$ cat config.mk
export PLATFORM = sky130hd
export DESIGN_NAME = programmable_register_file
export DESIGN_NICKNAME = d
export VERILOG_FILES = /design/src/rtl/programmable_register_file.sv
export SDC_FILE = /design/constraint.sdc
export NUM_CORES = 1
export LEC_CHECK = 0
export BUFFER_PORTS_ARGS = -buffer_cell sky130_fd_sc_hd__buf_2
export CAP_MARGIN = 40
export CORE_MARGIN = 8
export CORE_UTILIZATION = 60
export CTS_CLUSTER_DIAMETER = 60
export CTS_CLUSTER_SIZE = 40
export DETAILED_ROUTE_END_ITERATION = 12
export PLACE_DENSITY_LB_ADDON = 0.08
export SLEW_MARGIN = 20
export SYNTH_ARGS = -nofsm -noshare
export SYNTH_HDL_FRONTEND = slang
export SYNTH_SLANG_ARGS = --single-unit
$ cat constraint.sdc
create_clock -name CLK -period 5.4 [get_ports CLK]
set_input_delay 0.54 -clock CLK [delete_from_list [all_inputs] [get_ports CLK]]
set_output_delay 0.54 -clock CLK [all_outputs]
set_load 0.01 [all_outputs]
$ cat src/rtl/programmable_register_file.sv
// General-purpose register file: two combinational read ports, one synchronous write port.
// No write-through bypass; a write becomes visible on the read ports right after its edge.
module programmable_register_file #(
   parameter int unsigned DATA_WIDTH = 16,
   parameter int unsigned ADDR_WIDTH = 3,
   parameter int unsigned NUM_REGS   = 8
) (
   input  logic                  CLK,
   input  logic                  RST,
   input  logic [ADDR_WIDTH-1:0] input_reg_readA_address,
   input  logic [ADDR_WIDTH-1:0] input_reg_readB_address,
   input  logic                  input_reg_write,
   input  logic [DATA_WIDTH-1:0] input_reg_write_value,
   input  logic [ADDR_WIDTH-1:0] input_reg_write_address,
   output logic [DATA_WIDTH-1:0] output_reg_A,
   output logic [DATA_WIDTH-1:0] output_reg_B
);

   logic [DATA_WIDTH-1:0] r_regs [NUM_REGS];

   always_ff @(posedge CLK or posedge RST) begin
      if (RST) begin
         for (int unsigned i = 0; i < NUM_REGS; i++) begin
            r_regs[i] <= '0;
         end
      end else if (input_reg_write) begin
         r_regs[input_reg_write_address] <= input_reg_write_value;
      end
   end

   always_comb begin
      output_reg_A = r_regs[input_reg_readA_address];
      output_reg_B = r_regs[input_reg_readB_address];
   end

endmodule

---- Yosys cells after proc, flatten, opt, wreduce, memory -nomap -nowiden ----
Index checks and enable logic that the tools add are counted.
storage, ports and cells
  memories kept ........................... 0
  bits in latches ......................... 0
  output and inout port bits .............. 32
  memory bits (writable) .................. 0
  memory bits (read-only) ................. 0
  register bits ........................... 128
  word-level logic and storage cells ...... 25
cells by class
  add/subtract/negate cells ............... 0
  bitwise operators ....................... 3
  muxes and demuxes ....................... 9
  reduce and logical (&&, ||, !) cells .... 1
  equal/unequal tests ..................... 0
  shift operators ......................... 0
  div/mod/pow operators ................... 0
  $mul .................................... 0
  magnitude comparators ................... 4
operators by type and width
  cell                                                 count
  bitwise mux 128 bit                                  1
  binary-select mux 16 bit (select 3 bit)              2
  two-way mux 16 bit                                   5
  demux 16 bit (select 3 bit)                          1
  >= comparator 4 bit (second input constant)          3
  NOT 3 -> 4 bit                                       3
  < comparator 4 x 1 -> 1 bit (second input constant)  1
  logical AND 1 bit                                    1

---- Longest topological paths before layout ----
  word-level depth ........................ 6
  gate-level depth with buffers ........... 5
  depth with buffers taken out ............ 2

---- Least setup slack after synthesis ----
OpenSTA, ideal clock, no wires.
  path kind ............................... input-to-output
  start ................................... input input_reg_readA_address[0]
  end ..................................... output output_reg_A[12]
  required time ........................... 4860 ps
  buffers on the path ..................... 2
  arrival time ............................ 1599 ps
  path slack .............................. 3261 ps
  stages on the path ...................... 4
  cell sequence ........................... buf_6 buf_6 mux4_1 mux2_2
between the ends
  cells in the longest elaborated chain, start to end .. 4
ends and longest elaborated chain
  element                                                 RTL line  source
  from (decl)                                             10        input logic [ADDR_WIDTH-1:0] input_reg_readA_address,
  NOT 3 -> 4 bit (not written as such)                    32        output_reg_A = r_regs[input_reg_readA_address];
  binary-select mux 16 bit (select 3 bit)                 32
  two-way mux 16 bit (not written as such) (2 in series)  32
  to (decl)                                               15        output logic [DATA_WIDTH-1:0] output_reg_A,
No other way between the ends. The select of a mux whose other input is x is not followed.

---- Final worst setup path ----
  start ................................... input input_reg_readA_address[0]
  end ..................................... output output_reg_A[8]
The elaborated chain is that of the path after synthesis.

==> results by stage <==
Power:
- The cell-internal power is 2250 uW.
- Summed over all cells, the static leakage comes to roughly 0.0035 uW.
- Power spread over the standard cell area amounts to ~380 nW/um2.
- Per report_power, the clock group accounts for between 30% and 40% of the total.
- The switching part of the total power is roughly a quarter.
- The portion of total power attributed to sequential cells is approximately 44%.
- The worst-case IR drop observed on VDD is ~0.00033 V.
- The total net switching power is 794 uW.
- The combinational cell fraction of total power is 23.5%.

Layout:
- The number of fill cells in the layout is between 700 and 800.
- After the last flow step, the layout net total stands at 478.
- After the flow finishes, the layout carries non-filler instances totaling just over 600.
- The number of antenna diodes is 0.
- The area growth from synthesis to final layout is 12.9%.
- More flip-flops sit in one register than any other, and that register is r_regs.
- In the final layout, the registers with the most flip-flops are r_regs (128).
- In the final layout, the share of cells above drive strength 1 is 59.0%.
- The flip-flop count of the largest register after layout is roughly 130.

Die:
- In this run the horizontal extent of the chip is approximately 120 um.
- The effective utilization at floorplan is 61.6%.
- The overall die area is approximately 15000 um2.
- 60 I/O pins were placed.
- Measured along the y axis, the die boundary spans roughly 120 um.
- After floorplanning, the core was sized to cover 11400 um2.
- The floorplan has 39 rows.

CTS:
- The number of gates given a new drive strength after cts is 0.
- Counting the buffers created by CTS gives 17.
- The library cell used as clock root buffer is sky130_fd_sc_hd__clkbuf_16.
- The TritonCTS clock tree is done.
- The clock reaches the later pin of the worst-skew pair after slightly above 400 ps.
- The clock input transition at the sequential cells of the worst setup and hold paths is 50 ps.
- In this run the number of H-tree levels came out at 4.
- In this run the post-CTS setup repair buffer count came out at 0.
- Counting along the longest clock path gives a buffer depth of 2.
- The total clock sinks is between 100 and 150.
- The quantity of hold-fixing buffers added after cts is 0.

Placement:
- The number of placed cells counting well taps is approximately 570.
- At the end of routability-driven placement, the weighted congestion stood at approximately 0.74.
- After legalization and detailed placement, the total HPWL measured between 9000 and 10000 um.
- The count of buffers from port buffering is 59.

Worst setup path:
- The largest stage delay on the critical path is between 500 and 600 ps.
- For this design, the slowest cell found on the critical path is sky130_fd_sc_hd__mux4_1.
- The timing startpoint of the critical path is input_reg_readA_address[0].
- STA classifies the critical path endpoint as a primary output.
- The worst setup path is launched from an input port.
- The classification of the worst setup path is input port to primary output.
- Among the stages of the critical path, the cell type that occurs most often is sky130_fd_sc_hd__buf_2.
- The maximum fanout along the worst path is 20.
- The endpoint of the lowest-slack register-to-register path is r_regs[120].
- Traced cell by cell, the critical path runs through buf_2 -> buf_12 -> mux4_1 -> mux2_2 -> buf_2.
- The register-to-register path setup slack is approximately 4600 ps.
- The critical path capture point is output_reg_A[8].
- The worst endpoint required time is approximately 5000 ps.
- Data on the critical path arrives at its endpoint at around 2200 ps.
- The launch point of the worst reg-to-reg path is r_regs[120].
- Measured in cells, the most critical reg-to-reg path has a length of 1.

Synth:
- The commonest cells after synthesis are sky130_fd_sc_hd__mux2_2 (150), sky130_fd_sc_hd__dfrtp_1 (128), sky130_fd_sc_hd__mux4_1 (46).
- The number of distinct library cells after synthesis is 16.
- The synthesized netlist cell count is 396.
- The post-synthesis instance area is around 7000 um2.
- In this run the mean area of a mapped cell was between 15 and 20 um2.
- The share of synthesized area in the top cell type comes to 45.5%.
- For this run, the number of Yosys warnings is 0.
- The largest area contributor in the synthesized netlist is sky130_fd_sc_hd__dfrtp_1.
- Ranked by total cell area, the synthesized netlist is headed by sky130_fd_sc_hd__dfrtp_1 (46%), sky130_fd_sc_hd__mux2_2 (24%), sky130_fd_sc_hd__mux4_1 (17%).
- sky130_fd_sc_hd__mux2_2 is the most common cell in the netlist.
- The number of enable flip-flop cells after synthesis is 0.
- The net count after synthesis is approximately 420.
- The proportion of synthesized chip area in sequential cells is about 46%.
- The async set-reset flop share out of synthesis is 100%.
- The leading register cell type out of synthesis is sky130_fd_sc_hd__dfrtp_1.
- The synthesized design contains roughly 130 register bits.

Routing:
- In the final routed layout, each cell accounts on average for between 20 and 30 um.
- Once detail routing completed, the nets flagged for antenna violations numbered 0.
- In the routed layout, each cell is associated on average with a via count of 6.60.
- For this block, the routed nets add up to roughly 15000 um of wire.
- In the routed design, unresolved DRC markers number 0.
- The detailed-route via count is 3998.
- Before antenna repair, the detailed router went through 4 iterations.
- The initial DRC count is ~240.

Timing:
- The maximum clock frequency is 0.370 GHz.
- In the final timing run, aggregate negative setup slack is 0 ps.
- The remaining max-slew budget at the tightest pin is between 40% and 50%.
- The final max-slew violation count was 0.
- Across the routed clock network, the largest skew measured is 0 ps.
- Setup violations remaining at the end of the flow were counted as 0.
- The final number of hold-violating endpoints came to 0.
- For the finished layout, the period the worst path requires is roughly 2700 ps.
- The share of the cycle needed by the critical path after routing is approximately 50%.
- At the pin with the least slew margin, the transition time is slightly above 800 ps.
- Setup repair after global routing left no endpoint under its margin.

GRT:
- The pin count of the biggest net entering global routing is between 50 and 60.
- The combined global-route utilization of all metal layers is between 20% and 30%.
- The first global-routing pass estimated 24500 um of wire.
- The number of antenna violations at the first check in global routing is 0.
- For this run the aggregate overflow at the end of global routing stands at 0.
- The via count of the first global-routing pass is around 4300.

Job:
- The number of violations of the max-capacitance limit is 0.

Min path:
- The tightest min-delay check is of the input port to asynchronous set/reset pin type.

Run status:
- The run finished with clean final reports.
[worst min path at each step]
stage	to	from	slack, ps	cells past startpoint
finish	r_regs[113]	RST	230	2
global route	r_regs[34]	RST	270	2
CTS	r_regs[50]	RST	230	2
detailed placement	r_regs[127]	r_regs[127]	490	1
global placement	r_regs[119]	r_regs[119]	480	1
floorplan	r_regs[112]	r_regs[112]	470	1
[worst max-delay path, delay by kind of cell]
kind,cells,cell delay [ps]
mux,2,860
buf+inv,3,740
[power groups by stage]
stage	combinational [uW]	sequential, uW	clock [uW]
floorplan	559	1270	0
global placement	691	1310	0
detailed placement	722	1330	0
CTS	726	1320	1030
global route	774	1350	1070
finish	714	1320	1010
[kinds of logic after synthesis]
kind of cell | share of synthesized area (%)
simple gates | 1.58
mux | 48.5
flops | 45.5
buf+inv | 4.36
[layout make-up]
cell class	count	area (um2)	area share, %
well taps	143	179	2.25
flip-flops and latches	128	3200	40.3
repair buffers	70	460	5.80
multi-input cells	232	3570	45.0
inverters	1	6.26	0.0788
clock inverters	6	32.5	0.410
clock buffers	26	489	6.16
[metrics by stage]
stage / hold slack [ps] / cell area [um2] / power (uW) / worst slack [ps] / util (%)
6_report: 231 / 7940 / 3040 / 2690 / 69.6
5_1_grt: 274 / 7940 / 3190 / 2640 / 69.6
4_1_cts: 233 / 7940 / 3070 / 2680 / 69.6
3_5_place_dp: 493 / 7420 / 2050 / 2680 / 65.0
3_3_place_gp: 475 / 7290 / 2000 / 2470 / 63.9
2_1_floorplan: 465 / 7040 / 1830 / 1450 / -
[routing by layer]
layer / wire length, um / global-route usage, %
met3: 774 / 5.91
met4: 103 / 5.95
met2: 7410 / 31.2
met1: 6900 / 27.5
met5: 0 / 0
[layout by cell type, fill, tap and decap left out]
| master | count |
|---|---|
| sky130_fd_sc_hd__clkbuf_1 | 6 |
| sky130_fd_sc_hd__mux4_2 | 18 |
| sky130_fd_sc_hd__mux2_1 | 10 |
| sky130_fd_sc_hd__clkinv_2 | 5 |
| sky130_fd_sc_hd__buf_12 | 5 |
| sky130_fd_sc_hd__nor4b_4 | 1 |
| sky130_fd_sc_hd__inv_4 | 1 |
| sky130_fd_sc_hd__buf_4 | 5 |
| sky130_fd_sc_hd__buf_2 | 59 |
| sky130_fd_sc_hd__mux2_2 | 150 |
| sky130_fd_sc_hd__clkbuf_8 | 3 |
| sky130_fd_sc_hd__dfrtp_1 | 128 |
| sky130_fd_sc_hd__nand4b_2 | 3 |
| sky130_fd_sc_hd__clkbuf_16 | 17 |
| sky130_fd_sc_hd__nor4bb_4 | 3 |
| sky130_fd_sc_hd__nand4_2 | 1 |
| sky130_fd_sc_hd__mux4_1 | 46 |
| sky130_fd_sc_hd__clkinvlp_4 | 1 |
| sky130_fd_sc_hd__buf_16 | 1 |
No activity file was read; power rests on OpenSTA's default activity.
